[src/rtl/network_pkg.sv]
// network_pkg: shared network constants, the encoder mode encoding and the
// spike-generator LFSR definition.
package network_pkg;

   localparam int PIXEL_WIDTH = 8;
   localparam int INPUT_SIZE  = 4;

   // Encoding mode, sampled together with each frame.
   typedef enum logic {
      ENC_RATE = 1'b0,   // stochastic: LFSR threshold comparison
      ENC_DET  = 1'b1    // deterministic: per-channel accumulator carry
   } enc_mode_e;

   // Fibonacci LFSR taps 16,14,13,11 expressed as bit positions 15,13,12,10.
   localparam logic [15:0] LFSR_TAPS = 16'hB400;

   // One shift of the LFSR: feedback is the parity of the tapped bits.
   function automatic logic [15:0] lfsr_next(input logic [15:0] q);
      return {q[14:0], ^(q & LFSR_TAPS)};
   endfunction

endpackage

[src/rtl/snn_enc_lfsr.sv]
// snn_enc_lfsr: 16-bit Fibonacci LFSR that shifts once per asserted adv.
module snn_enc_lfsr #(
   parameter logic [15:0] SEED = 16'hACE1
) (
   input  logic        clk,
   input  logic        rst,
   input  logic        adv,
   output logic [15:0] q
);
   import network_pkg::*;

   logic [15:0] r_lfsr;

   // Load the seed on reset, otherwise shift whenever a step completes.
   always_ff @(posedge clk) begin
      if (rst) begin
         r_lfsr <= SEED;
      end else if (adv) begin
         r_lfsr <= lfsr_next(r_lfsr);
      end
   end

   assign q = r_lfsr;

endmodule

[src/rtl/snn_spike_encoder.sv]
// snn_spike_encoder: turns one pixel frame into NUM_STEPS spike vectors using
// either LFSR rate coding or deterministic accumulator coding.
// Optional feature: define SNN_ENC_SPIKE_COUNT_EN to add the spike_count
// output (total spikes of the last completed frame).
module snn_spike_encoder #(
   parameter int          NUM_CH      = network_pkg::INPUT_SIZE,
   parameter int          PIXEL_WIDTH = network_pkg::PIXEL_WIDTH,
   parameter int          NUM_STEPS   = 16,
   parameter logic [15:0] LFSR_SEED   = 16'hACE1
) (
   input  logic                                 clk,
   input  logic                                 rst,
   input  logic [NUM_CH*PIXEL_WIDTH-1:0]        pixel_in,
   input  logic                                 pixel_valid,
   output logic                                 pixel_ready,
   input  logic                                 enc_mode,
   output logic [NUM_CH-1:0]                    spike_out,
   output logic                                 spike_valid,
   input  logic                                 spike_ready,
   output logic [$clog2(NUM_STEPS)-1:0]         step_idx,
   output logic                                 frame_done
`ifdef SNN_ENC_SPIKE_COUNT_EN
   ,
   output logic [$clog2(NUM_CH*NUM_STEPS+1)-1:0] spike_count
`endif
);
   import network_pkg::*;

   localparam int            SW        = $clog2(NUM_STEPS);
   localparam logic [SW-1:0] LAST_STEP = SW'(NUM_STEPS - 1);

   localparam logic ST_IDLE   = 1'b0;
   localparam logic ST_ENCODE = 1'b1;

   logic                          r_state;
   logic                          r_mode;
   logic [NUM_CH*PIXEL_WIDTH-1:0] r_pixels;
   // Holds the accumulator value *after* the current step, so the carry of
   // the current step is already sitting in r_spike.
   logic [NUM_CH*PIXEL_WIDTH-1:0] r_acc;
   logic [NUM_CH-1:0]             r_spike;
   logic [SW-1:0]                 r_step;

   logic                          w_last;
   logic                          w_step_done;
   logic                          w_ready;
   logic                          w_accept;
   logic [15:0]                   w_lfsr_q;
   logic [PIXEL_WIDTH-1:0]        w_rand;
   logic [NUM_CH-1:0]             w_spike_first;
   logic [NUM_CH-1:0]             w_spike_next;
   logic [NUM_CH*PIXEL_WIDTH-1:0] w_acc_next;

   snn_enc_lfsr #(
      .SEED (LFSR_SEED)
   ) u_lfsr (
      .clk (clk),
      .rst (rst),
      .adv (w_step_done),
      .q   (w_lfsr_q)
   );

   assign w_last      = (r_step == LAST_STEP);
   assign w_step_done = (r_state == ST_ENCODE) && spike_ready;
   assign w_ready     = (r_state == ST_IDLE) || (w_last && spike_ready);
   assign w_accept    = pixel_valid && w_ready;

   // The registered spike vector is for the *next* step, whose LFSR value is
   // the post-shift one whenever a step is completing this cycle.
   assign w_rand = w_step_done ? PIXEL_WIDTH'(lfsr_next(w_lfsr_q))
                               : w_lfsr_q[PIXEL_WIDTH-1:0];

   genvar gi;
   generate
      for (gi = 0; gi < NUM_CH; gi++) begin : g_ch
         localparam logic [PIXEL_WIDTH-1:0] CH_ID = PIXEL_WIDTH'(gi);
         logic [PIXEL_WIDTH-1:0] w_pix_new;
         logic [PIXEL_WIDTH-1:0] w_pix_cur;
         logic [PIXEL_WIDTH-1:0] w_acc_cur;
         logic [PIXEL_WIDTH:0]   w_sum;

         assign w_pix_new = pixel_in[gi*PIXEL_WIDTH +: PIXEL_WIDTH];
         assign w_pix_cur = r_pixels[gi*PIXEL_WIDTH +: PIXEL_WIDTH];
         assign w_acc_cur = r_acc[gi*PIXEL_WIDTH +: PIXEL_WIDTH];
         assign w_sum     = {1'b0, w_acc_cur} + {1'b0, w_pix_cur};
         assign w_acc_next[gi*PIXEL_WIDTH +: PIXEL_WIDTH] = w_sum[PIXEL_WIDTH-1:0];

         // Step 0 of a new frame: the cleared accumulator can never carry.
         assign w_spike_first[gi] = (enc_mode == ENC_DET) ? 1'b0
                                  : (w_pix_new > (w_rand ^ CH_ID));
         assign w_spike_next[gi]  = (r_mode == ENC_DET) ? w_sum[PIXEL_WIDTH]
                                  : (w_pix_cur > (w_rand ^ CH_ID));
      end
   endgenerate

   // Frame accept, step sequencing and registered spike generation.
   always_ff @(posedge clk) begin
      if (rst) begin
         r_state  <= ST_IDLE;
         r_mode   <= 1'b0;
         r_pixels <= '0;
         r_acc    <= '0;
         r_spike  <= '0;
         r_step   <= '0;
      end else if (w_accept) begin
         // Covers both a fresh start and the zero-bubble hand-over.
         r_state  <= ST_ENCODE;
         r_mode   <= enc_mode;
         r_pixels <= pixel_in;
         r_acc    <= pixel_in;   // 0 + pixel, carry already known to be 0
         r_spike  <= w_spike_first;
         r_step   <= '0;
      end else if (w_step_done) begin
         if (w_last) begin
            r_state <= ST_IDLE;
            r_spike <= '0;
            r_step  <= '0;
         end else begin
            r_acc   <= w_acc_next;
            r_spike <= w_spike_next;
            r_step  <= r_step + 1'b1;
         end
      end
   end

`ifdef SNN_ENC_SPIKE_COUNT_EN
   localparam int CW = $clog2(NUM_CH*NUM_STEPS+1);
   logic [CW-1:0] r_run_count;
   logic [CW-1:0] r_spike_count;
   logic [CW-1:0] w_run_sum;

   assign w_run_sum = r_run_count + CW'($countones(r_spike));

   // Running spike total; published and restarted when the final step completes.
   always_ff @(posedge clk) begin
      if (rst) begin
         r_run_count   <= '0;
         r_spike_count <= '0;
      end else if (w_step_done) begin
         if (w_last) begin
            r_spike_count <= w_run_sum;
            r_run_count   <= '0;
         end else begin
            r_run_count   <= w_run_sum;
         end
      end
   end

   assign spike_count = r_spike_count;
`endif

   assign pixel_ready = w_ready;
   assign spike_out   = r_spike;
   assign spike_valid = (r_state == ST_ENCODE);
   assign step_idx    = r_step;
   assign frame_done  = (r_state == ST_ENCODE) && w_last;

endmodule

[config.mk]
export PLATFORM = sky130hd
export DESIGN_NAME = snn_spike_encoder
export DESIGN_NICKNAME = d
export VERILOG_FILES = /design/src/rtl/network_pkg.sv /design/src/rtl/snn_enc_lfsr.sv /design/src/rtl/snn_spike_encoder.sv
export SDC_FILE = /design/constraint.sdc
export NUM_CORES = 1
export LEC_CHECK = 0
export ABC_AREA = 1
export BUFFER_PORTS_ARGS = -buffer_cell sky130_fd_sc_hd__buf_2
export CORE_MARGIN = 4
export CORE_UTILIZATION = 63
export CTS_BUF_LIST = sky130_fd_sc_hd__clkbuf_8
export DETAILED_ROUTE_END_ITERATION = 8
export MAX_ROUTING_LAYER = met4
export PLACE_DENSITY = 0.83
export SETUP_SLACK_MARGIN = 0.5
export SLEW_MARGIN = 20
export SYNTH_ARGS = -nofsm -noshare
export SYNTH_HDL_FRONTEND = slang
export SYNTH_SLANG_ARGS = --single-unit
export TNS_END_PERCENT = 30
[constraint.sdc]
create_clock -name clk -period 3.1 [get_ports clk]
set_input_delay 0.62 -clock clk [delete_from_list [all_inputs] [get_ports clk]]
set_output_delay 0.62 -clock clk [all_outputs]
set_load 0.02 [all_outputs]
Word-level counts from Yosys, hierarchy flattened
Cells that the tools add are included.
Operators by class
  magnitude comparators: 8
  bitwise operators: 4
  reductions and logical operators: 11
  mux-type cells: 19
  eq/ne operators: 2
  add/sub/neg operators: 5
Operators with widths (number)
  32-bit two-way mux: 3
  8-bit greater-than comparator: 8
  8-bit by 8-bit adder with 9-bit output: 4
  4-bit two-way mux: 4
  16-bit parity: 1
  1-bit two-way mux: 11
  8-bit two-way mux: 1
  4-bit by 1-bit adder with 4-bit output, second input constant: 1
  4-bit equality test, second input constant: 1
  1-bit logical AND: 4
  2-bit AND reduction: 2
  2-bit nonzero test: 2
  1-bit inverter: 3
  2-bit by 1-bit inequality test with 1-bit output, second input constant: 1
  2-bit inverter: 1
  2-bit OR reduction: 1
  1-bit logical OR: 1
Word-level totals
  flip-flop bits (word level): 90
  output and inout bits: 11
  input port bits: 37
  word-level logic and storage cells: 56

Longest topological paths before layout
  depth in word-level cells: 8
  mapped depth: 18
  gate-level depth less buffers: 17

Hierarchy
Synthesis repeated with hierarchy kept, for this count alone.
Unflattened totals
  cell total of the unflattened synthesis: 962
  area, all modules: 6586.3 um^2
By module, submodules not included
  snn_spike_encoder: area an instance 5953.2 um^2, cells each 880, sequential area each 1481.4 um^2, instances 1
  snn_enc_lfsr: area an instance 633.1 um^2, cells each 82, sequential area each 320.3 um^2, instances 1

Worst setup path before layout
OpenSTA, ideal clock, no wires.
  path kind: input-to-reg
  start point: input port spike_ready
  end point: register r_spike[1], in the netlist spike_out[1]
  buffers on the path: 2
  library setup time: 0.119 ns
  data arrival time: 2.424 ns
  slack: 0.556 ns
  stages: 14
  path through: nand2_1 > inv_1 > buf_2 > buf_1 > nand2_1 > o21ai_0 > ha_1 > a21o_1 > nor2_1 > nand2_1 > nand2_1 > nand2_1 > nand3_1 > a21oi_1
Between the ends
  word-level cells in the longest chain between the ends: 8
  elaborated cells on any way between the ends: 14
  classes of those cells: order compare (2); mux (6); bitwise (1); reduce/logical (5)
Ends and longest elaborated chain
  start, declared: RTL line snn_spike_encoder.sv:19  | input logic spike_ready,
  1-bit logical AND: RTL line snn_spike_encoder.sv:64  | assign w_step_done = (r_state == ST_ENCODE) && spike_ready;
  8-bit two-way mux: RTL line snn_spike_encoder.sv:70  | assign w_rand = w_step_done ? PIXEL_WIDTH'(lfsr_next(w_lfsr_q))
  1-bit inverter (no line)
  8-bit greater-than comparator: RTL line snn_spike_encoder.sv:92  | : (w_pix_cur > (w_rand ^ CH_ID));
  1-bit two-way mux: RTL line snn_spike_encoder.sv:91  | assign w_spike_next[gi] = (r_mode == ENC_DET) ? w_sum[PIXEL_WIDTH]
  4-bit two-way mux: RTL line snn_spike_encoder.sv:114  | if (w_last) begin
  4-bit two-way mux: RTL line snn_spike_encoder.sv:113  | end else if (w_step_done) begin
  4-bit two-way mux: RTL line snn_spike_encoder.sv:105  | end else if (w_accept) begin
  end signal, assigned: RTL line snn_spike_encoder.sv:111  | r_spike <= w_spike_first;
  end signal, assigned: RTL line snn_spike_encoder.sv:120  | r_spike <= w_spike_next;
  end, declared: RTL line snn_spike_encoder.sv:41  | logic [NUM_CH-1:0] r_spike;
Parallel ways exist; a longest one is shown, timed or not. The select of a mux whose other input is x is not followed.
A chain may end at the register's enable or synchronous reset.

Worst setup path in the final report
  start point: register r_state, in the netlist spike_valid
  end point: register r_spike[3], in the netlist spike_out[3]
Between the ends
  word-level cells in the longest chain between the ends: 8
  elaborated cells on any way between the ends: 14
  classes of those cells: order compare (2); mux (6); bitwise (2); reduce/logical (4)
Ends and longest elaborated chain
  start, declared: RTL line snn_spike_encoder.sv:35  | logic r_state;
  start signal, assigned: RTL line snn_spike_encoder.sv:99  | r_state <= ST_IDLE;
  start signal, assigned: RTL line snn_spike_encoder.sv:107  | r_state <= ST_ENCODE;
  start signal, assigned: RTL line snn_spike_encoder.sv:115  | r_state <= ST_IDLE;
  1-bit logical AND: RTL line snn_spike_encoder.sv:64
  8-bit two-way mux: RTL line snn_spike_encoder.sv:70
  2-bit inverter (no line)
  8-bit greater-than comparator: RTL line snn_spike_encoder.sv:92
  1-bit two-way mux: RTL line snn_spike_encoder.sv:91
  4-bit two-way mux: RTL line snn_spike_encoder.sv:114
  4-bit two-way mux: RTL line snn_spike_encoder.sv:113
  4-bit two-way mux: RTL line snn_spike_encoder.sv:105
Parallel ways exist; a longest one is shown, timed or not. The select of a mux whose other input is x is not followed.

==> reports/metrics.json <==
{
  "die": {
    "std_cell_rows": 36,
    "chipWidth_um": 109,
    "floorplan.io_pins": 48,
    "floorplan.die.height_um": 109,
    "initial_core_util_pct": 65.1,
    "fp.dieArea_um2": 11900,
    "core_area_um2": 9860
  },
  "placed_design": {
    "gp_routability_congestion": 0.921,
    "io_buffers": 47,
    "detailedPlacementHpwl_mm": 11.7,
    "post-place-cells": 1102,
    "dpl_cell_area_um2": 6810
  },
  "finish": {
    "layout_cell_share_with_drive_strength_beyond_1_pct": 9.78,
    "postLayoutCellArea_um2": 7000,
    "n_antenna_cell": 0,
    "layout.cells.most_common": "nand2_1",
    "mostFrequentLayoutCells": "234 x nand2_1, 109 x nor2_1, 99 x inv_1",
    "final_cells": 1115,
    "layout.nets": 1118,
    "areaGrowthSynthToFinish_pct": 9.00
  },
  "grt": {
    "grt_max_degree": 37,
    "grt_first_pass_wirelength_mm": 26.5,
    "grt_util_all_layers_pct": 28.8,
    "grt_pass1_vias": 5797,
    "gr-total-overflow": 0,
    "antenna_violations_before_repair": 0
  },
  "drt": {
    "remaining_drc_errors": 0,
    "vias_per_cell": 5.42,
    "total_iterations_of_the_first_detailed_routing_run": 5,
    "routed-via-count": 6038,
    "final_routed_wirelength_mm": 15.8,
    "drt_iter0_markers": 274,
    "antenna_left": 0,
    "drt-wirelength-per-cell_um": 14.2
  },
  "sta": {
    "max_freq_mhz": 429,
    "report.final.hold_viol_count": 0,
    "period_needed_ns": 2.33,
    "timing.final.crit_share_pct": 75.2,
    "slew_viol_final": 0,
    "setup_viol": 0,
    "worst-slew-pin-transition_ns": 0.665,
    "setup_repair_after_global_routing_missed_its_margin": "true",
    "setup_tns_ns": 0,
    "max-slew-margin-rel_pct": 55.6,
    "skew_ns": 0.0169
  },
  "synthesis": {
    "synthTopCellsByArea": "dfxtp_1 28%, ha_1 19%, nand2_1 14%",
    "yosys_warnings": 0,
    "mappedNetlistArea_um2": 6430,
    "post_synthesis_cell_type_with_the_largest_combined_area": "dfxtp_1",
    "synth_cell_type_count": 33,
    "avgSynthCellArea_um2": 6.90,
    "number_of_flip_flops_and_latches_in_the_synthesized_netlist": 90,
    "seq_area_frac_synth_pct": 28.0,
    "syn-num-nets": 1069,
    "synth.top_cell.area_share_pct": 28.0,
    "cells_after_synthesis": 931
  },
  "power_and_ir_drop": {
    "vdd.ir_drop.worst_mv": 0.268,
    "power_density_nw_per_um2": 431,
    "power.total_mw": 3.02,
    "static-leakage-power_nw": 3.69
  },
  "clock_network": {
    "worstSkewPairLatency_ns": 0.36,
    "clk_pin_slew_ns": 0.08,
    "clock_tree_root_buffer_cell": "clkbuf_8",
    "h_tree_levels": 3,
    "cts_max_path_buffers": 2,
    "cts_tree": "built",
    "postCtsSetupRepairBufs": 0,
    "tritoncts.num_buffers": 9,
    "clock-sinks": 90
  },
  "worst_setup_path": {
    "worst_path_dominant_cell_family": "simple AND/OR/NAND/NOR gates",
    "worstPathArrival_ns": 2.62,
    "critPathCapture": "spike_out[3]$_SDFFE_PP0P_",
    "cp-end-kind": "flip-flop",
    "worst-path-stages": 18,
    "launching_element_of_the_worst_setup_path": "spike_valid$_SDFFE_PP0P_",
    "regToRegStartpoint": "spike_valid$_SDFFE_PP0P_",
    "cp_slowest_stage_delay_ns": 0.41,
    "critical_path_required_ns": 3.39,
    "critical_path_buf_inv_count": 4,
    "r2r_slack_ns": 0.77,
    "ff2ff_path_depth": 18,
    "cp_slowest_cell": "dfxtp_1",
    "worst_path_fanout_max": 17,
    "crit_top_cell": "nand2_1",
    "reg_to_reg_end": "spike_out[3]$_SDFFE_PP0P_",
    "crit_type": "reg -> reg",
    "critical_path.startpoint_type": "flip-flop",
    "cell_breakdown_of_the_critical_path": "nand2_1 > inv_1 > buf_4 > nand3_1 > nand2_1 > inv_1 > ha_1 > inv_1 > nand2_1 > nand2_1 > nand2_1 > nand2_1 > nand2_1 > nand2_1 > nand2_1 > nand2_1 > nand3_1 > a21oi_1"
  },
  "job": {
    "maxCapViolCount": 0
  },
  "status": {
    "run_status": "completed"
  },
  "hold_path": {
    "timing.hold.worst.class": "reg -> reg"
  }
}
-- cell type report --
type | count | area [um^2]
timing repair buffer | 67 | 385
sequential | 90 | 1800
inverter | 102 | 383
multi-input combinational | 710 | 4070
clock inverter | 4 | 70.1
tap | 133 | 166
clock buffer | 9 | 124
fill | 844 | 2860
-- how the worst min path moves through the flow --
stage                              start                   endpoint  slack [ns]  cells past startpoint
2_1_floorplan   u_lfsr.q[9]$_SDFFE_PP0N_  u_lfsr.q[10]$_SDFFE_PP1N_        0.43                      2
3_3_place_gp   u_lfsr.q[14]$_SDFFE_PP0N_  u_lfsr.q[15]$_SDFFE_PP1N_        0.44                      2
3_5_place_dp   u_lfsr.q[14]$_SDFFE_PP0N_  u_lfsr.q[15]$_SDFFE_PP1N_        0.44                      2
4_1_cts         u_lfsr.q[9]$_SDFFE_PP0N_  u_lfsr.q[10]$_SDFFE_PP1N_        0.46                      2
5_1_grt        u_lfsr.q[14]$_SDFFE_PP0N_  u_lfsr.q[15]$_SDFFE_PP1N_        0.49                      2
6_report       u_lfsr.q[14]$_SDFFE_PP0N_  u_lfsr.q[15]$_SDFFE_PP1N_        0.46                      2
-- per-layer routing --
layer	routed length (um)	part of all wire, %	up-vias	GRT usage, %
met2	7370	47	149	48.2
li1	-	-	3150	-
met1	7100	45	2706	35.9
met5	0	0	-	-
met4	376	2.4	0	7.75
met3	983	6.2	33	5.09
-- synthesized netlist by cell type (all sizes together) --
master / count
o21a: 6
buf: 18
o21ai: 76
xnor2: 7
o22ai: 6
nor2: 112
a21oi: 87
clkbuf: 11
xor2: 3
a21o: 4
nand4: 9
dfxtp: 90
ha: 97
fa: 4
and2: 2
inv: 102
nand2: 237
nor3: 5
nor3b: 2
nand3: 41
o21bai: 10
or2: 2
-- worst reg2reg max path, cell delays in order, from the launching register on --
cell and delay, ns:
dfxtp_1 0.41, nand2_1 0.12, inv_1 0.13, buf_4 0.23, nand3_1 0.12, nand2_1 0.21, inv_1 0.17, ha_1 0.21
inv_1 0.05, nand2_1 0.05, nand2_1 0.06, nand2_1 0.05, nand2_1 0.05, nand2_1 0.05, nand2_1 0.07, nand2_1 0.05
nand2_1 0.05, nand3_1 0.06, a21oi_1 0.12
-- power by group --
part | leakage, nW | switching [mW] | internal [mW]
sequential | 0.741 | 0.0689 | 1.25
combinational | 2.85 | 0.530 | 0.323
clock | 0.101 | 0.409 | 0.439
-- repair_timing --
item / CTS / global route
resized for setup: 0 / 2
hold buffers: 0 / 0
hold endpoints to repair: 0 / 0
setup endpoints to repair: 0 / 3
-- metrics by stage --
stage	util, %	hold slack [ns]	setup WS (ns)
3_3_place_gp	69.0	0.438	0.305
6_report	71.0	0.457	0.768
2_1_floorplan	-	0.430	0.556
4_1_cts	71.0	0.457	0.534
5_1_grt	71.0	0.494	0.474
3_5_place_dp	69.0	0.439	0.293
-- logic make-up (layout without fill, tap and decap cells) --
group	count (synthesis)	in the layout	share of synthesized area, %
fa+ha+maj	101	101	20.1
compound gates	189	189	15.9
buf+inv	131	182	8.63
simple gates	410	410	25.9
xor+xnor	10	10	1.36
flops	90	90	28.0
-- flip-flops by register name, summed over array words and instances (netlist names) --
name         count
r_acc           32
spike_out        4
spike_valid      1
r_mode           1
step_idx         4
u_lfsr.q        16
r_pixels        32
No activity file was read; power rests on OpenSTA's default activity.
